[config.mk]
export PLATFORM = sky130hd
export DESIGN_NAME = mem_stage
export DESIGN_NICKNAME = d
export VERILOG_FILES = /design/src/rtl/udlx_mem_defs.sv /design/src/rtl/mem_access_fsm.sv /design/src/rtl/mem_stage.sv
export SDC_FILE = /design/constraint.sdc
export NUM_CORES = 1
export LEC_CHECK = 0
export ABC_AREA = 1
export BUFFER_PORTS_ARGS = -buffer_cell sky130_fd_sc_hd__buf_2
export CORE_ASPECT_RATIO = 0.5
export CORE_MARGIN = 3
export CORE_UTILIZATION = 50
export DETAILED_ROUTE_END_ITERATION = 8
export PLACE_DENSITY = 0.92
export SETUP_SLACK_MARGIN = 0.2
export SYNTH_ARGS = -nofsm -noshare
export SYNTH_HDL_FRONTEND = slang
export SYNTH_SLANG_ARGS = --single-unit
export TNS_END_PERCENT = 50
[constraint.sdc]
create_clock -name clk -period 3.9 [get_ports clk]
set_input_delay 0.195 -clock clk [delete_from_list [all_inputs] [get_ports clk]]
set_output_delay 0.195 -clock clk [all_outputs]
set_load 0.05 [all_outputs]
[src/rtl/udlx_mem_defs.sv]
// Shared definitions for the MEM stage: access-FSM state encoding and timeout counter width.
package udlx_mem_defs;

   typedef enum logic {
      ST_IDLE = 1'b0,
      ST_WAIT = 1'b1
   } mem_state_e;

   localparam int TO_CNT_W = 16;

endpackage

[src/rtl/mem_access_fsm.sv]
// Data-memory req/ack sequencer: state, bus registers and (with MEM_TIMEOUT_EN) the abort counter.
module mem_access_fsm
   import udlx_mem_defs::*;
#(
   parameter int DATA_WIDTH      = 32,
   parameter int DATA_ADDR_WIDTH = 20,
   parameter int TIMEOUT_CYCLES  = 255
) (
   input  logic                       clk,
   input  logic                       rst_n,
   input  logic                       start,
   input  logic                       wr_en,
   input  logic [DATA_ADDR_WIDTH-1:0] addr,
   input  logic [DATA_WIDTH-1:0]      wr_data,
   input  logic                       ack,
   output mem_state_e                 state,
   output logic                       done,
   output logic                       dmem_req,
   output logic                       dmem_wr_en,
   output logic [DATA_ADDR_WIDTH-1:0] dmem_addr,
   output logic [DATA_WIDTH-1:0]      dmem_wr_data,
   output logic                       mem_error
);

   if (TIMEOUT_CYCLES < 1 || TIMEOUT_CYCLES >= (1 << TO_CNT_W)) begin : g_bad_timeout
      $error("TIMEOUT_CYCLES must lie in 1..65535");
   end

`ifdef MEM_TIMEOUT_EN
   localparam logic [TO_CNT_W-1:0] LAST_WAIT = TO_CNT_W'(TIMEOUT_CYCLES - 1);
   logic [TO_CNT_W-1:0] wait_cnt_q;
`else
   assign mem_error = 1'b0;
`endif

   // ack is only meaningful while an access is outstanding
   assign done = (state == ST_WAIT) && ack;

   // NOTE: sequential state is assigned with <= so every register samples pre-edge values.
   always_ff @(posedge clk) begin
      if (!rst_n) begin
         state        <= ST_IDLE;
         dmem_req     <= 1'b0;
         dmem_wr_en   <= 1'b0;
         dmem_addr    <= '0;
         dmem_wr_data <= '0;
`ifdef MEM_TIMEOUT_EN
         wait_cnt_q   <= '0;
         mem_error    <= 1'b0;
`endif
      end else begin
`ifdef MEM_TIMEOUT_EN
         mem_error <= 1'b0;
`endif
         case (state)
            ST_IDLE: begin
               if (start) begin
                  state        <= ST_WAIT;
                  dmem_req     <= 1'b1;
                  dmem_wr_en   <= wr_en;
                  dmem_addr    <= addr;
                  dmem_wr_data <= wr_data;
`ifdef MEM_TIMEOUT_EN
                  wait_cnt_q   <= '0;
`endif
               end
            end
            ST_WAIT: begin
               if (ack) begin
                  state    <= ST_IDLE;
                  dmem_req <= 1'b0;
               end
`ifdef MEM_TIMEOUT_EN
               else if (wait_cnt_q == LAST_WAIT) begin
                  state     <= ST_IDLE;
                  dmem_req  <= 1'b0;
                  mem_error <= 1'b1;
               end else begin
                  wait_cnt_q <= wait_cnt_q + 1'b1;
               end
`endif
            end
            default: state <= ST_IDLE;
         endcase
      end
   end

endmodule

[src/rtl/mem_stage.sv]
// MEM pipeline stage: pass-through for ALU ops, req/ack data-memory access for loads/stores.
// Optional access timeout enabled by defining MEM_TIMEOUT_EN.
module mem_stage
   import udlx_mem_defs::*;
#(
   parameter int PC_WIDTH          = 20,
   parameter int DATA_WIDTH        = 32,
   parameter int INSTRUCTION_WIDTH = 32,
   parameter int REG_ADDR_WIDTH    = 5,
   parameter int DATA_ADDR_WIDTH   = 20,
   parameter int TIMEOUT_CYCLES    = 255
) (
   input  logic                         clk,
   input  logic                         rst_n,
   input  logic                         mem_data_rd_en_in,
   input  logic                         mem_data_wr_en_in,
   input  logic [DATA_WIDTH-1:0]        mem_data_in,
   input  logic [DATA_WIDTH-1:0]        alu_data_in,
   input  logic [DATA_WIDTH-1:0]        hi_data_in,
   input  logic [REG_ADDR_WIDTH-1:0]    reg_a_wr_addr_in,
   input  logic [REG_ADDR_WIDTH-1:0]    reg_b_wr_addr_in,
   input  logic                         reg_a_wr_en_in,
   input  logic                         reg_b_wr_en_in,
   input  logic                         write_back_mux_sel_in,
   input  logic                         select_new_pc_in,
   input  logic [PC_WIDTH-1:0]          new_pc_in,
   input  logic [INSTRUCTION_WIDTH-1:0] instruction_in,
   output logic                         dmem_req_out,
   output logic                         dmem_wr_en_out,
   output logic [DATA_ADDR_WIDTH-1:0]   dmem_addr_out,
   output logic [DATA_WIDTH-1:0]        dmem_wr_data_out,
   input  logic                         dmem_ack_in,
   input  logic [DATA_WIDTH-1:0]        dmem_rd_data_in,
   output logic                         stall_out,
   output logic [DATA_WIDTH-1:0]        wb_data_out,
   output logic [DATA_WIDTH-1:0]        hi_data_out,
   output logic [REG_ADDR_WIDTH-1:0]    reg_a_wr_addr_out,
   output logic [REG_ADDR_WIDTH-1:0]    reg_b_wr_addr_out,
   output logic                         reg_a_wr_en_out,
   output logic                         reg_b_wr_en_out,
   output logic                         select_new_pc_out,
   output logic [PC_WIDTH-1:0]          new_pc_out,
   output logic [INSTRUCTION_WIDTH-1:0] instruction_out,
   output logic                         mem_error_out
);

   typedef struct packed {
      logic [DATA_WIDTH-1:0]        hi;
      logic [REG_ADDR_WIDTH-1:0]    a_addr;
      logic [REG_ADDR_WIDTH-1:0]    b_addr;
      logic                         a_en;
      logic                         b_en;
      logic                         sel_pc;
      logic [PC_WIDTH-1:0]          new_pc;
      logic [INSTRUCTION_WIDTH-1:0] instr;
   } side_t;

   mem_state_e            state;
   logic                  op;
   logic                  done;
   side_t                 in_side, hold_side, next_side, out_side;
   logic [DATA_WIDTH-1:0] hold_alu, next_wb, wb_q;
   logic                  hold_mux;

   // a store wins when both enables are raised
   assign op = mem_data_rd_en_in | mem_data_wr_en_in;

   assign in_side = '{hi: hi_data_in, a_addr: reg_a_wr_addr_in, b_addr: reg_b_wr_addr_in,
                      a_en: reg_a_wr_en_in, b_en: reg_b_wr_en_in, sel_pc: select_new_pc_in,
                      new_pc: new_pc_in, instr: instruction_in};

   mem_access_fsm #(
      .DATA_WIDTH      (DATA_WIDTH),
      .DATA_ADDR_WIDTH (DATA_ADDR_WIDTH),
      .TIMEOUT_CYCLES  (TIMEOUT_CYCLES)
   ) u_fsm (
      .clk          (clk),
      .rst_n        (rst_n),
      .start        (op),
      .wr_en        (mem_data_wr_en_in),
      .addr         (alu_data_in[DATA_ADDR_WIDTH-1:0]),
      .wr_data      (mem_data_in),
      .ack          (dmem_ack_in),
      .state        (state),
      .done         (done),
      .dmem_req     (dmem_req_out),
      .dmem_wr_en   (dmem_wr_en_out),
      .dmem_addr    (dmem_addr_out),
      .dmem_wr_data (dmem_wr_data_out),
      .mem_error    (mem_error_out)
   );

   assign stall_out = (state == ST_IDLE) ? op : !dmem_ack_in;

   // NOTE: the hold register is pure datapath, only read after it has been loaded, so it takes no reset.
   always_ff @(posedge clk) begin
      if (state == ST_IDLE && op) begin
         hold_side <= in_side;
         hold_alu  <= alu_data_in;
         hold_mux  <= write_back_mux_sel_in;
      end
   end

   // NOTE: defaults first so every path assigns every signal and no latch is inferred.
   always_comb begin
      next_side = '0;
      next_wb   = '0;
      if (state == ST_IDLE) begin
         if (!op) begin
            next_side = in_side;
            next_wb   = alu_data_in;
         end
      end else if (done) begin
         next_side = hold_side;
         next_wb   = hold_mux ? dmem_rd_data_in : hold_alu;
      end
   end

   always_ff @(posedge clk) begin
      if (!rst_n) begin
         out_side <= '0;
         wb_q     <= '0;
      end else begin
         out_side <= next_side;
         wb_q     <= next_wb;
      end
   end

   assign wb_data_out       = wb_q;
   assign hi_data_out       = out_side.hi;
   assign reg_a_wr_addr_out = out_side.a_addr;
   assign reg_b_wr_addr_out = out_side.b_addr;
   assign reg_a_wr_en_out   = out_side.a_en;
   assign reg_b_wr_en_out   = out_side.b_en;
   assign select_new_pc_out = out_side.sel_pc;
   assign new_pc_out        = out_side.new_pc;
   assign instruction_out   = out_side.instr;

endmodule
Word level (Yosys, flattened, before mapping). Index checks and enable logic that the tools add are counted.

Register bits: 314. Bits of input ports: 199. Output and inout port bits: 185.

Equality and inequality tests: 2. Mux-type cells: 14. Bitwise gates (word level): 2. Reduce and logical (&&, ||, !) cells: 5.

Operators with widths (count): two-way mux 97 bit (3); two-way mux 32 bit (4); two-way mux 1 bit (5); inequality test 2 bit (second input constant) (2); one-hot mux 1 bit (2 select lines) (2); AND reduction 2 bit (2); logical AND 1 bit (2); logical NOT 1 bit (1); NOT 1 bit (1); bitwise OR 1 bit (1).

Longest topological paths before layout.
Depth after elaboration: 3. Gate-level depth with buffers: 7.

Cells and area by module. From an unflattened synthesis, not the netlist that was laid out.

Cell total of the unflattened synthesis: 1199. Area total of the unflattened synthesis: 12002.8 sq um.

Modules (own cells, without submodules): mem_stage (instances 1, cells each 846, area each 9515.4 sq um); mem_access_fsm (instances 1, cells each 353, area each 2487.4 sq um).

Worst setup path after synthesis. OpenSTA, ideal clock, no wires.

Kind: flip-flop to flip-flop. Start point: register u_fsm.state. End point: register hold_alu[0] (enable). Setup time: 0.434 ns. Arrival: 2.147 ns. Required time: 3.466 ns. Setup slack: 1.319 ns. Cell stages (with the launch flop): 3. Buffers on the path: 1. Period minus slack after synthesis: 2.581 ns. Cell sequence: dfxtp_1 -> nor2_4 -> buf_2.

Word-level cells in the longest chain between the ends: 2.

Ends and longest elaborated chain: start: declaration (line mem_access_fsm.sv:16) `output mem_state_e state,`; start signal: assignment (line mem_access_fsm.sv:42) `state <= ST_IDLE;`; start signal: assignment (line mem_access_fsm.sv:58) `state <= ST_WAIT;`; start signal: assignment (line mem_access_fsm.sv:70) `state <= ST_IDLE;`; NOT 1 bit (line mem_stage.sv:97) `if (state == ST_IDLE && op) begin`; logical AND 1 bit (line mem_stage.sv:97); end signal: assignment (line mem_stage.sv:99) `hold_alu <= alu_data_in;`; end: declaration (line mem_stage.sv:62) `logic [DATA_WIDTH-1:0] hold_alu, next_wb, wb_q;`.

No other way between the ends. A chain may end at the register's enable or synchronous reset.

Final worst setup path.
Start point: register u_fsm.state. End point: register u_fsm.dmem_wr_data[13].

Word-level cells in the longest chain between the ends: 2.

Ends and longest elaborated chain: NOT 1 bit; AND reduction 2 bit (no source line); end signal: assignment (line mem_access_fsm.sv:62) `dmem_wr_data <= wr_data;`; end: declaration (line mem_access_fsm.sv:21) `output logic [DATA_WIDTH-1:0] dmem_wr_data,`.

No other way between the ends.

==> impl_metrics.csv <==
group,metric,value,unit
power,leakage,7.285,nW
outcome,outcome,"finished clean",
yosys,synth_cell_types,19,
route,routed_wl,38150,um
yosys,synth-seq-cells,314,
setup_path,critPathTopFamily,"buffers and inverters",
route,wl_per_cell,19.04,um
final_layout,drive_gt1_frac,0.2728,
die,die_area,24560,sq um
die,io_pins,384,
route,viasPerCell,5.259,
min_path,hold_class,"primary input to flop",
route,drt_iter0_markers,1056,
sta,rsz0062_at_grt,"false",
sta,drv_slew,0,
clocking,cts_tree,"yes",
setup_path,required,4.32,ns
min_path,min_path_cells,5,
grt,grt_first_pass_wirelength,58730,um
power,peakVddDrop,0.0002809,V
yosys,synth_cells,1156,
sta,fin_skew,0.01312,ns
setup_path,critical_path_class,"flop to flop",
yosys,syn_avg_cell_area,9.781,sq um
sta,fin_ws,1.533,ns
grt,grt_use_total,0.3041,
route,ant_nets,0,
yosys,ys.warnings.count,0,
setup_path,slowest_stage,"buf_4",
grt,grt.overflow.total,0,
place,gp_congestion,0.8609,
yosys,synthTopCellsByArea,"edfxtp_1 (35%), dfxtp_1 (33%), nand2_1 (11%), nand3_1 (5.7%), a21oi_1 (5.3%)",
setup_path,crit_chain,"nor2_4, buf_4, buf_4, nand2_1, nand2_1, nor2_1",
route,vias,10540,
grt,grt_max_degree,101,
sta,fin_crit,2.367,ns
setup_path,cp_max_fo,94,
final_layout,n_fill_cell,1433,
route,dr.pass1.iters,8,
die,die_x,218.7,um
sta,hold_ws,0.01756,ns
yosys,yosysTopAreaCell,"edfxtp_1",
setup_path,r2r-end,"u_fsm.dmem_wr_data[13]",
min_path,min_delay_worst_endpoint,"wb_data_out[1]",
clocking,clk_latency,0.54,ns
place,dp_hpwl,20110,um
final_layout,mostFrequentLayoutCell,"buf_2",
power,p_per_area,490.1,nW/um^2
die,die_h,112.3,um
sta,slew_headroom,0.1521,
final_layout,final_cells,2004,
run,drv_cap,0,
place,place_inst,1769,
setup_path,r2r_cells,6,
yosys,ys_seq_area_frac,0.6710,
setup_path,cp-start-kind,"flop",
clocking,clock-sinks,314,
sta,period_share,0.6070,
power,total_power,0.007826,W
setup_path,ff2ff_setup_slack,1.53,ns
sta,setup_viol,0,
die,rows,38,
yosys,syn-num-nets,1355,
sta,hold_violations,0,
clocking,cts_root_buf,"clkbuf_16",
die,initial_core_util,0.5159,
clocking,htree_levels,1,
place,port_buffers,382,
setup_path,cpPeakStageDelay,0.84,ns
sta,tightest_slew,1.272,ns
setup_path,crit_buf_inv,2,
setup_path,crit_arrival,2.79,ns
setup_path,r2r-start,"u_fsm.state",
clocking,post-cts-setup-buffer-count,0,
setup_path,endpoint_kind,"flop",
clocking,clk_path_buf_depth,3,
grt,grt_pass1_vias,11090,
route,drc_errors,0,
min_path,min_from,"dmem_rd_data_in[1]",
die,core-area,21920,sq um
sta,max_freq,422.4,MHz
grt,antenna_found_initial,7,
yosys,yosysTopAreaCellShare,0.3452,
final_layout,final_nets,1876,
final_layout,area_growth,41.23,%
clocking,path_clk_slew,0.07,ns
place,place_ws,1.669,ns
clocking,numCtsBuffers,26,
final_layout,final_cell_mix,"buf_2 (382), nand2_1 (322), dfxtp_1 (184)",
yosys,synth_area,11310,sq um
sta,tns,0,ns
==> final cells by class <==
class / instances / area, sq um / share of cell area
antenna: 7 / 17.52 / 0.001097
clock buffer: 35 / 778.2 / 0.04873
clock inverter: 13 / 125.1 / 0.007835
inverter: 56 / 217.7 / 0.01363
multi-input combinational: 705 / 3052 / 0.1911
sequential: 314 / 7587 / 0.4751
tap: 300 / 375.4 / 0.02351
timing repair buffer: 574 / 3816 / 0.2390
==> synth_stat cells (all sizes together) <==
master  count
nand3b      1
a21oi     129
nor3        1
dfxtp     184
clkbuf     16
inv        56
conb        1
edfxtp    130
nor2      112
nand3     129
buf        65
nand2     332
==> sequential cells by signal, summed over array words and instances (netlist names) <==
register and cells:
select_new_pc_out 1, reg_a_wr_en_out 1, new_pc_out 20, hold_alu 32
instruction_out 32, reg_b_wr_addr_out 5, wb_data_out 32, hold_side 97
u_fsm.state 1, reg_a_wr_addr_out 5, u_fsm.dmem_addr 20, reg_b_wr_en_out 1
hi_data_out 32, u_fsm.dmem_wr_en 1, u_fsm.dmem_req 1, u_fsm.dmem_wr_data 32
hold_mux 1
==> tightest hold or removal path: cells and delay by family <==
kind / cells / cell delay (ns)
simple gates: 3 / 0.15
compound gates: 1 / 0.05
buf+inv: 1 / 0.10
==> per-layer routing <==
metal	part of all wire	up-vias	track usage
li1	-	4805	-
met1	0.36	4881	0.3442
met2	0.49	643	0.5206
met3	0.074	211	0.06925
met4	0.072	0	0.2018
met5	0	-	0
==> worst max-delay path by stage <==
stage,from,to,depth (start not counted)
after floorplan,u_fsm.state,hold_alu[0],2
after global placement,u_fsm.state,hold_side[91],3
after detailed placement,u_fsm.state,u_fsm.dmem_wr_data[13],6
after CTS,u_fsm.state,u_fsm.dmem_addr[18],6
after global routing,u_fsm.state,u_fsm.dmem_wr_data[31],6
final,u_fsm.state,u_fsm.dmem_wr_data[13],6
==> through the flow <==
stage	utilization	cell area, sq um
global placement	0.6044	13250
detailed placement	0.6044	13250
global route	0.7286	15970
CTS	0.7278	15950
finish	0.7286	15970
floorplan	-	11310
==> power breakdown <==
part / switching [W] / leakage [nW] / internal (W)
clock: 0.00123 / 0.449 / 0.00154
combinational: 0.000917 / 4.06 / 0.000386
sequential: 0.0000844 / 2.78 / 0.00366
==> what timing repair did <==
item	4_1_cts	5_1_grt
hold buffers	180	0
gates resized for setup	0	0
hold endpoints to repair	305	0
==> cells by family after synthesis <==
group                  Yosys count  synth area share
other                            1         0.0003317
buffers and inverters          137           0.05909
and+or+nand+nor                575            0.2091
AOI/OAI and AO/OA              129           0.06042
DFF                            314            0.6710
Note: power is estimated with default switching activity, not from simulation.
